**config.mk**
```make
export PLATFORM = sky130hd
export DESIGN_NAME = mvu_job_dispatcher
export DESIGN_NICKNAME = d
export VERILOG_FILES = /design/src/rtl/mvu_job_dispatcher_pkg.sv /design/src/rtl/mvu_job_dispatcher_rr_arbiter.sv /design/src/rtl/mvu_job_dispatcher.sv
export SDC_FILE = /design/constraint.sdc
export NUM_CORES = 2
export LEC_CHECK = 0
export ABC_CLOCK_PERIOD_IN_PS = 7500
export CAP_MARGIN = 10
export CORE_AREA = 3 3 686 688
export DETAILED_ROUTE_END_ITERATION = 10
export DIE_AREA = 0 0 689 691
export DONT_BUFFER_PORTS = 1
export GPL_ROUTABILITY_DRIVEN = 1
export PLACE_DENSITY_LB_ADDON = 0.05
export SYNTH_ARGS = -nofsm -noshare
export SYNTH_HDL_FRONTEND = slang
export SYNTH_HIERARCHICAL = 1
export SYNTH_SLANG_ARGS = --single-unit
```
**constraint.sdc**
```tcl
create_clock -name clk -period 7.5 [get_ports clk]
set_input_delay 0.75 -clock clk [delete_from_list [all_inputs] [get_ports clk]]
set_output_delay 0.75 -clock clk [all_outputs]
set_load 0.005 [all_outputs]
```
**src/rtl/mvu_job_dispatcher_pkg.sv**
```systemverilog
// Shared types for the MVU job dispatcher.
//   mvu_job_desc_t : six 32-bit job fields snapshotted from a hart's CSRs
//   disp_state_e   : dispatcher FSM states
//   HART_CNT_WIDTH : hart index width for the default barrel (8 harts)
package mvu_job_dispatcher_pkg;

    localparam int HART_CNT_WIDTH = 3;

    typedef struct packed {
        logic [31:0] wbaseaddr;
        logic [31:0] ibaseaddr;
        logic [31:0] obaseaddr;
        logic [31:0] precision;
        logic [31:0] quant;
        logic [31:0] command;
    } mvu_job_desc_t;

    typedef enum logic [1:0] {
        S_IDLE  = 2'd0,
        S_ISSUE = 2'd1,
        S_BUSY  = 2'd2,
        S_IRQ   = 2'd3
    } disp_state_e;

endpackage

```
**src/rtl/mvu_job_dispatcher_rr_arbiter.sv**
```systemverilog
// Combinational round-robin arbiter.
//   req         : request vector
//   ptr         : index with highest priority this cycle
//   grant_valid : some request is set
//   grant_idx   : first set request at or after ptr (wrapping)
module mvu_job_dispatcher_rr_arbiter #(
    parameter int N = 8
) (
    input  logic [N-1:0]         req,
    input  logic [$clog2(N)-1:0] ptr,
    output logic                 grant_valid,
    output logic [$clog2(N)-1:0] grant_idx
);
    localparam int IW = $clog2(N);

    logic [IW-1:0] w_idx;

    // N is a power of two, so ptr+i wraps naturally in IW bits.
    always_comb begin
        grant_valid = 1'b0;
        grant_idx   = '0;
        w_idx       = '0;
        for (int i = 0; i < N; i++) begin
            w_idx = ptr + IW'(i);
            if (!grant_valid && req[w_idx]) begin
                grant_valid = 1'b1;
                grant_idx   = w_idx;
            end
        end
    end

endmodule

```
**src/rtl/mvu_job_dispatcher.sv**
```systemverilog
// Dispatches per-hart MVU jobs to one shared MVU.
//   mvu_start / csr_mvu_*  : per-hart start pulse and packed CSR fields (hart h at [h*32 +: 32])
//   job_valid/ready/hart/desc : descriptor handshake toward the MVU
//   mvu_done / mvu_abort   : completion pulse from MVU, flush pulse on watchdog timeout
//   mvu_irq                : one-cycle completion pulse to the owning hart
//   job_err / err_clr      : sticky per-hart overrun/timeout flags and their clear
module mvu_job_dispatcher
    import mvu_job_dispatcher_pkg::*;
#(
    parameter int NUM_HARTS      = 1 << HART_CNT_WIDTH,
    parameter int TIMEOUT_CYCLES = 65535
) (
    input  logic                          clk,
    input  logic                          rst_n,
    input  logic [NUM_HARTS-1:0]          mvu_start,
    input  logic [32*NUM_HARTS-1:0]       csr_mvu_wbaseaddr,
    input  logic [32*NUM_HARTS-1:0]       csr_mvu_ibaseaddr,
    input  logic [32*NUM_HARTS-1:0]       csr_mvu_obaseaddr,
    input  logic [32*NUM_HARTS-1:0]       csr_mvu_precision,
    input  logic [32*NUM_HARTS-1:0]       csr_mvu_quant,
    input  logic [32*NUM_HARTS-1:0]       csr_mvu_command,
    output logic                          job_valid,
    input  logic                          job_ready,
    output logic [$clog2(NUM_HARTS)-1:0]  job_hart,
    output mvu_job_desc_t                 job_desc,
    input  logic                          mvu_done,
    output logic                          mvu_abort,
    output logic [NUM_HARTS-1:0]          mvu_irq,
    output logic [NUM_HARTS-1:0]          job_err,
    input  logic [NUM_HARTS-1:0]          err_clr
);
    localparam int HW = $clog2(NUM_HARTS);
    localparam int CW = (TIMEOUT_CYCLES > 0) ? $clog2(TIMEOUT_CYCLES + 1) : 1;
    localparam logic [CW-1:0] TO = CW'(TIMEOUT_CYCLES);

    disp_state_e          r_state, w_state_nxt;
    logic [NUM_HARTS-1:0] r_pending, r_err;
    logic [NUM_HARTS-1:0] w_owned, w_accept, w_overrun, w_take_oh, w_err_set;
    logic [HW-1:0]        r_rr_ptr, r_job_hart, w_grant_idx;
    logic                 w_grant_valid, w_take, w_timeout;
    logic [CW-1:0]        r_cnt;
    mvu_job_desc_t        r_job_desc;
    mvu_job_desc_t        r_slot [NUM_HARTS];

    mvu_job_dispatcher_rr_arbiter #(.N(NUM_HARTS)) u_arb (
        .req         (r_pending),
        .ptr         (r_rr_ptr),
        .grant_valid (w_grant_valid),
        .grant_idx   (w_grant_idx)
    );

    // A hart owns the MVU from ISSUE through BUSY; in IRQ it may start again.
    always_comb begin
        w_owned = '0;
        if (r_state == S_ISSUE || r_state == S_BUSY)
            w_owned[r_job_hart] = 1'b1;
    end

    assign w_overrun = mvu_start & (r_pending | w_owned);
    assign w_accept  = mvu_start & ~(r_pending | w_owned);

    always_comb begin
        w_state_nxt = r_state;
        w_take      = 1'b0;
        w_timeout   = 1'b0;
        case (r_state)
            S_IDLE: begin
                if (w_grant_valid) begin
                    w_take      = 1'b1;
                    w_state_nxt = S_ISSUE;
                end
            end
            S_ISSUE: if (job_ready) w_state_nxt = S_BUSY;
            S_BUSY: begin
                // done wins over a coincident timeout
                if (mvu_done) begin
                    w_state_nxt = S_IRQ;
                end else if (TIMEOUT_CYCLES != 0 && r_cnt == TO) begin
                    w_timeout   = 1'b1;
                    w_state_nxt = S_IRQ;
                end
            end
            S_IRQ:   w_state_nxt = S_IDLE;
            default: w_state_nxt = S_IDLE;
        endcase
    end

    always_ff @(posedge clk or negedge rst_n) begin
        if (!rst_n) r_state <= S_IDLE;
        else        r_state <= w_state_nxt;
    end

    always_comb begin
        w_take_oh = '0;
        if (w_take) w_take_oh[w_grant_idx] = 1'b1;
    end

    always_comb begin
        w_err_set = w_overrun;
        if (w_timeout) w_err_set[r_job_hart] = 1'b1;
    end

    always_ff @(posedge clk or negedge rst_n) begin
        if (!rst_n) begin
            r_pending  <= '0;
            r_err      <= '0;
            r_rr_ptr   <= '0;
            r_job_hart <= '0;
            r_job_desc <= '0;
            r_cnt      <= '0;
        end else begin
            r_pending <= (r_pending & ~w_take_oh) | w_accept;
            r_err     <= (r_err & ~err_clr) | w_err_set;
            if (w_take) begin
                r_job_hart <= w_grant_idx;
                r_job_desc <= r_slot[w_grant_idx];
                r_rr_ptr   <= w_grant_idx + HW'(1);
            end
            if (r_state == S_BUSY) begin
                if (r_cnt != '1) r_cnt <= r_cnt + CW'(1);
            end else if (r_state == S_IRQ) begin
                r_cnt <= '0;
            end
        end
    end

    // Per-hart descriptor slots: snapshot taken on an accepted start.
    for (genvar h = 0; h < NUM_HARTS; h++) begin : g_slot
        always_ff @(posedge clk or negedge rst_n) begin
            if (!rst_n) begin
                r_slot[h] <= '0;
            end else if (w_accept[h]) begin
                r_slot[h] <= '{wbaseaddr: csr_mvu_wbaseaddr[h*32 +: 32],
                               ibaseaddr: csr_mvu_ibaseaddr[h*32 +: 32],
                               obaseaddr: csr_mvu_obaseaddr[h*32 +: 32],
                               precision: csr_mvu_precision[h*32 +: 32],
                               quant:     csr_mvu_quant[h*32 +: 32],
                               command:   csr_mvu_command[h*32 +: 32]};
            end
        end
    end

    always_comb begin
        mvu_irq = '0;
        if (r_state == S_IRQ) mvu_irq[r_job_hart] = 1'b1;
    end

    assign job_valid = (r_state == S_ISSUE);
    assign job_hart  = r_job_hart;
    assign job_desc  = r_job_desc;
    assign mvu_abort = w_timeout;
    assign job_err   = r_err;

endmodule

```
==> Word-level counts from Yosys, hierarchy flattened <==
Index checks and enable logic that the tools add are counted.
W data, S select, Z words.
{ "op_classes": {"n_addsub": 9, "multipliers": 0, "n_div": 0, "n_lt_le_gt_ge": 13, "n_eq_ne": 9, "shift": 0, "muxes": 56, "n_bitwise": 12, "reduce_logical": 21} }
{ "op_table": {"columns": ["operator", "n"], "rows": [
  ["$bmux W192 S3", 1],
  ["$mux W192", 2],
  ["$mux W16", 3],
  ["$lt A3 B4 Y1 const B", 10],
  ["$and A8 B8 Y8", 4],
  ["$mux W8", 4],
  ["$or A8 B8 Y8", 4],
  ["$bmux W1 S3", 8],
  ["$mux W3", 8],
  ["$not A8 Y8", 3],
  ["$mux W1", 23],
  ["$add A16 B1 Y16 const B", 1],
  ["$eq A16 B16 Y1 const B", 1],
  ["$ne A16 B16 Y1 const B", 1],
  ["$add A3 B3 Y3 const B", 4],
  ["$logic_and A1 B1 Y1", 9],
  ["$mux W2", 4],
  ["$pmux W2 S4", 1],
  ["$logic_not A1 Y1", 7],
  ["$add A3 B1 Y3 const B", 2],
  ["$add A3 B2 Y3 const B", 2],
  ["$demux W1 S3", 2],
  ["$ge A3 B1 Y1 const B", 2],
  ["$ne A2 B1 Y1 const B", 3],
  ["10 further kinds", 11]
]} }
{ "totals": {"ff_bits": 1768, "latch_bits": 0, "ram_bits": 0, "mem_bits_ro": 0, "input_bits": 1556, "out_inout_bits": 213, "word_cells": 180, "mem_count": 0} }

==> Logic depth before layout (Yosys ltp) <==
{ "logic_depth": {"depth_word": 32, "mapped_depth": 16, "mapped_depth_nobuf": 12} }

==> Modules after synthesis <==
Netlist, hierarchy kept.
{ "modules_own_cells": {"columns": ["module", "n_inst", "cells_per_inst", "area_per_inst_um2", "seq_area_each_um2"], "rows": [
  ["mvu_job_dispatcher", 1, 4635, 76151.8, 44242.4],
  ["mvu_job_dispatcher_rr_arbiter", 1, 108, 996.0, 0.0]
]} }

==> Least setup slack after synthesis <==
No wires, ideal clock.
{ "synth_path": {"path_kind": "register to register", "start": "register r_rr_ptr[1]", "end": "register r_job_desc, in the netlist job_desc[189]", "arrival_time_ns": 4.078, "required_time_ns": 7.374, "path_slack_ns": 3.296, "path_stages_with_launch": 17, "n_path_buf": 5, "period_less_slack_ns": 4.204, "path_cell_list": "dfrtp_1 > buf_2 > inv_1 > ha_1 > buf_2 > mux4_2 > mux2i_1 > nand2_1 > a21oi_4 > a32oi_1 > o211ai_1 > clkbuf_1 > clkbuf_1 > buf_2 > mux4_2 > and3_1 > a221o_1"} }
{ "synth_via": {"elab_chain_cells": 28, "word_cells_on_any_way": 59, "classes_between": "add/sub (7); mux (37); bitwise (1); reduce/logical (14)"} }
{ "synth_lines": {"columns": ["item", "line_no", "source"], "rows": [
  ["start: declaration", "mvu_job_dispatcher.sv:39", "logic [HW-1:0] r_rr_ptr, r_job_hart, w_grant_idx;"],
  ["start signal: assignment", "mvu_job_dispatcher.sv:117", "r_rr_ptr <= w_grant_idx + HW'(1);"],
  ["parallel branches: the longest is 23 deep, another holds $add A3 B1 Y3", null, null],
  ["$mux W3 (*)", "mvu_job_dispatcher_rr_arbiter.sv:25", "if (!grant_valid && req[w_idx]) begin"],
  ["net w_grant_idx[1]", "mvu_job_dispatcher.sv:39", null],
  ["$not A3 Y4 (not written as such) (*)", "mvu_job_dispatcher.sv:116", "r_job_desc <= r_slot[w_grant_idx];"],
  ["$bmux W192 S3 (*)", "mvu_job_dispatcher.sv:116", null],
  ["$mux W192 (not written as such) (*) (2 in a row)", "mvu_job_dispatcher.sv:116", null],
  ["end signal: assignment", "mvu_job_dispatcher.sv:116", null],
  ["end: declaration", "mvu_job_dispatcher.sv:42", "mvu_job_desc_t r_job_desc;"]
]} }
Mark *: on every way through the listed nets, which the timed path passes. The select of a mux whose other input is x is not followed.
A chain may end at the register's enable or synchronous reset.

==> Worst setup path after layout <==
{ "layout_path": {"start": "register r_rr_ptr[0]", "end": "register r_job_desc, in the netlist job_desc[85]"} }
Same word-level chain as after synthesis.

==> results_dict.tcl <==
set metrics [dict create \
    routed_via_density 4.07 \
    syn-num-nets 6308 \
    ant_nets 0 \
    area_growth_pct 40.9 \
    ys_seq_elements 1768 \
    grt_remaining_overflow 0 \
    tightest_slew_ps 1460 \
    setup_violations 0 \
    hold_viol_final 0 \
    critical_path_required_ps 8290 \
    synthCells 4743 \
    grt.total_usage 0.181 \
    grt_max_degree 218 \
    ys.flop_type "dfrtp_1" \
    sw_frac_of_total 0.377 \
    io_buffers 0 \
    finalCriticalPeriod_ps 5990 \
    cp.arrival_ps 6780 \
    skew_ps 78.4 \
    place_ws_ps 1470 \
    num_rows 250 \
    dieArea_mm2 0.476 \
    core_area_mm2 0.464 \
    hpwl_um 320000 \
    synth_cell_types 65 \
    crit_fanout 85 \
    power.internal_mw 33.8 \
    grt_setup_unrepaired "false" \
    final_util 0.234 \
    cts.clk_slew.worst_paths_ps 60 \
    yosysMostFrequentCell "dfrtp_1" \
    dr_total_vias 52244 \
    synth_top_area_frac 0.573 \
    r2r_slack_ps 1510 \
    power_leakage_nw 43.6 \
    synth_area_leader_cell "dfrtp_1" \
    globalplace.congestion 0.788 \
    period_share 0.799 \
    cts_root_buf "clkbuf_16" \
    seq_area_frac_synth 0.573 \
    crit_type "reg2reg" \
    io-pin-count 1769 \
    vdd_drop_max_mv 0.577 \
    fillers 48774 \
    grt_pass1_vias 56642 \
    antenna_found_initial 430 \
    yosysWarningCount 6 \
    ys_top_cells_by_count "1768 x dfrtp_1, 1543 x mux2_2, 399 x mux4_2" \
    slew_violations 0 \
    start_util 0.166 \
    fmax_ghz 0.167 \
    drtIter0Drc 2668 \
    syn_area_mm2 0.0771 \
    routed_wirelength_um 445000 \
    power_density_mw_per_mm2 500 \
    cts.path.max_buffers 4 \
    relSlewSlack 0.0286 \
    nNetsFinal 7827 \
    fin_setup_tns_ps 0 \
    drc 0 \
    cts.sinks 1768 \
    synthTopCellsByArea "dfrtp_1 57%, mux2_2 23%, mux4_2 12%" \
    p_switching_mw 20.5 \
    holdWs_ps 156 \
    crit_path_end_kind "register" \
    worst_skew_pair.late_latency_ps 960 \
    syn_area_per_cell_um2 16.3 \
    drt_first_pass_iters 7 \
    cts_buffers 241 \
    cap_violations 0 \
    hp-class "in2reg" \
    combPwrFrac 0.438 \
    synthArstFlopShare 1.00 \
    wire_per_inst_um 34.7 \
    final.setup.worst_slack_ps 1510 \
    start_kind "register" \
    sequentialPowerShare 0.341 \
    die_w_um 689 \
    status "completed" \
    synth_edf_count 0 \
    drive_gt1_frac 0.377 \
    h-tree-depth 4 \
    p_clk_frac 0.221 \
    postCtsSetupRepairBufs 0 \
    tritoncts "yes" \
    grt_pass1_wl_um 585000 \
    dieHeight_um 691 \
]
## layer usage
layer / wire, um / global-route usage / vias up
li1: - / - / 21458
met5: 957 / 0 / -
met1: 174000 / 0.210 / 27888
met2: 233000 / 0.338 / 1891
met4: 11400 / 0.0354 / 156
met3: 25300 / 0.0419 / 851
## stage by stage
step	power, mW	cell area [um2]	instances
2_1_floorplan	32.6	77100	4743
3_3_place_gp	42.7	84600	10642
3_5_place_dp	42.8	84700	10643
4_1_cts	56.1	108000	12638
5_1_grt	57.6	109000	12763
6_report	54.3	109000	12829
## worst max-delay path: stages (launching register included)
cell and delay (ps):
dfrtp_1 880, clkinv_1 430, ha_1 790, mux4_2 630
mux2_2 330, nor2_1 260, a32oi_1 150, o211ai_1 200
buf_4 290, buf_12 580, mux4_2 610, and3_1 200
a221o_1 250
## power groups by stage
stage / Clock, mW / Sequential, mW / Combinational [mW]
final: 12.0 / 18.5 / 23.8
after CTS: 12.5 / 18.8 / 24.8
after global placement: 0 / 19.0 / 23.7
after floorplan: 0 / 16.1 / 16.5
after detailed placement: 0 / 18.9 / 23.8
after global routing: 12.8 / 19.1 / 25.6
## flip-flops by register name (all words and copies together), names as in the netlist
name       flops
job_desc     192
job_err        8
job_hart       3
r_cnt         16
r_pending      8
r_state        2
r_rr_ptr       3
r_slot      1536
## placed cells by master, fill, tap and decap left out, drive strengths merged, types with 3 or more instances in the layout
master	synthesis	layout
dfrtp	1768	1768
dlygate4sd3	0	1549
mux2	1545	1545
mux4	399	399
clkbuf	140	367
and3	195	195
a221o	193	193
diode	0	191
buf	221	88
clkinv	1	56
nand2	50	50
inv	27	33
nor2	23	23
o21ai	16	16
a21oi	16	16
bufinv	0	15
nor3	12	12
mux2i	11	11
nand2b	10	10
nand3	10	10
ha	9	9
o22ai	8	8
nor2b	7	7
a21o	7	7
o211ai	7	7
nand4	7	7
nor4	6	6
a31oi	6	6
o31ai	6	6
and2	4	4
or4	4	4
a22oi	3	3
xnor2	3	3
## final timing paths
check / startpoint / to / depth (start not counted)
max in group asynchronous: rst_n / job_err[7]$_DFF_PN0_ / 6
setup reg to reg: r_rr_ptr[0]$_DFFE_PN0P_ / job_desc[85]$_DFFE_PN0P_ / 12
min in group asynchronous: rst_n / r_slot[1039]$_DFFE_PN0P_ / 2
hold / removal: mvu_start[7] / job_err[7]$_DFF_PN0_ / 3
setup / recovery: r_rr_ptr[0]$_DFFE_PN0P_ / job_desc[85]$_DFFE_PN0P_ / 12
hold reg to reg: r_slot[389]$_DFFE_PN0P_ / r_slot[389]$_DFFE_PN0P_ / 1
## final cells by class
| type | instances | area (um2) | share of cell area |
|---|---|---|---|
| Multi-Input combinational cell | 2586 | 31200 | 0.287 |
| Sequential cell | 1768 | 44200 | 0.407 |
| Tap cell | 6174 | 7720 | 0.0711 |
| Clock inverter | 78 | 905 | 0.00832 |
| Timing Repair Buffer | 1637 | 16900 | 0.156 |
| Antenna cell | 191 | 478 | 0.00440 |
| Inverter | 28 | 105 | 0.000967 |
| Clock buffer | 367 | 7130 | 0.0656 |
## kinds of logic after synthesis
group	synth area share
simple gates	0.0252
compound gates	0.0329
fa+ha+maj	0.00146
xor+xnor	0.000568
buf+inv	0.0230
mux	0.343
flops	0.573
## repair_timing
| action | in CTS | in global routing |
|---|---|---|
| hold buffers | 1550 | 0 |
| hold endpoints to repair | 1821 | 0 |
| resized for setup | 0 | 0 |
No activity file was read; power rests on OpenSTA's default activity.
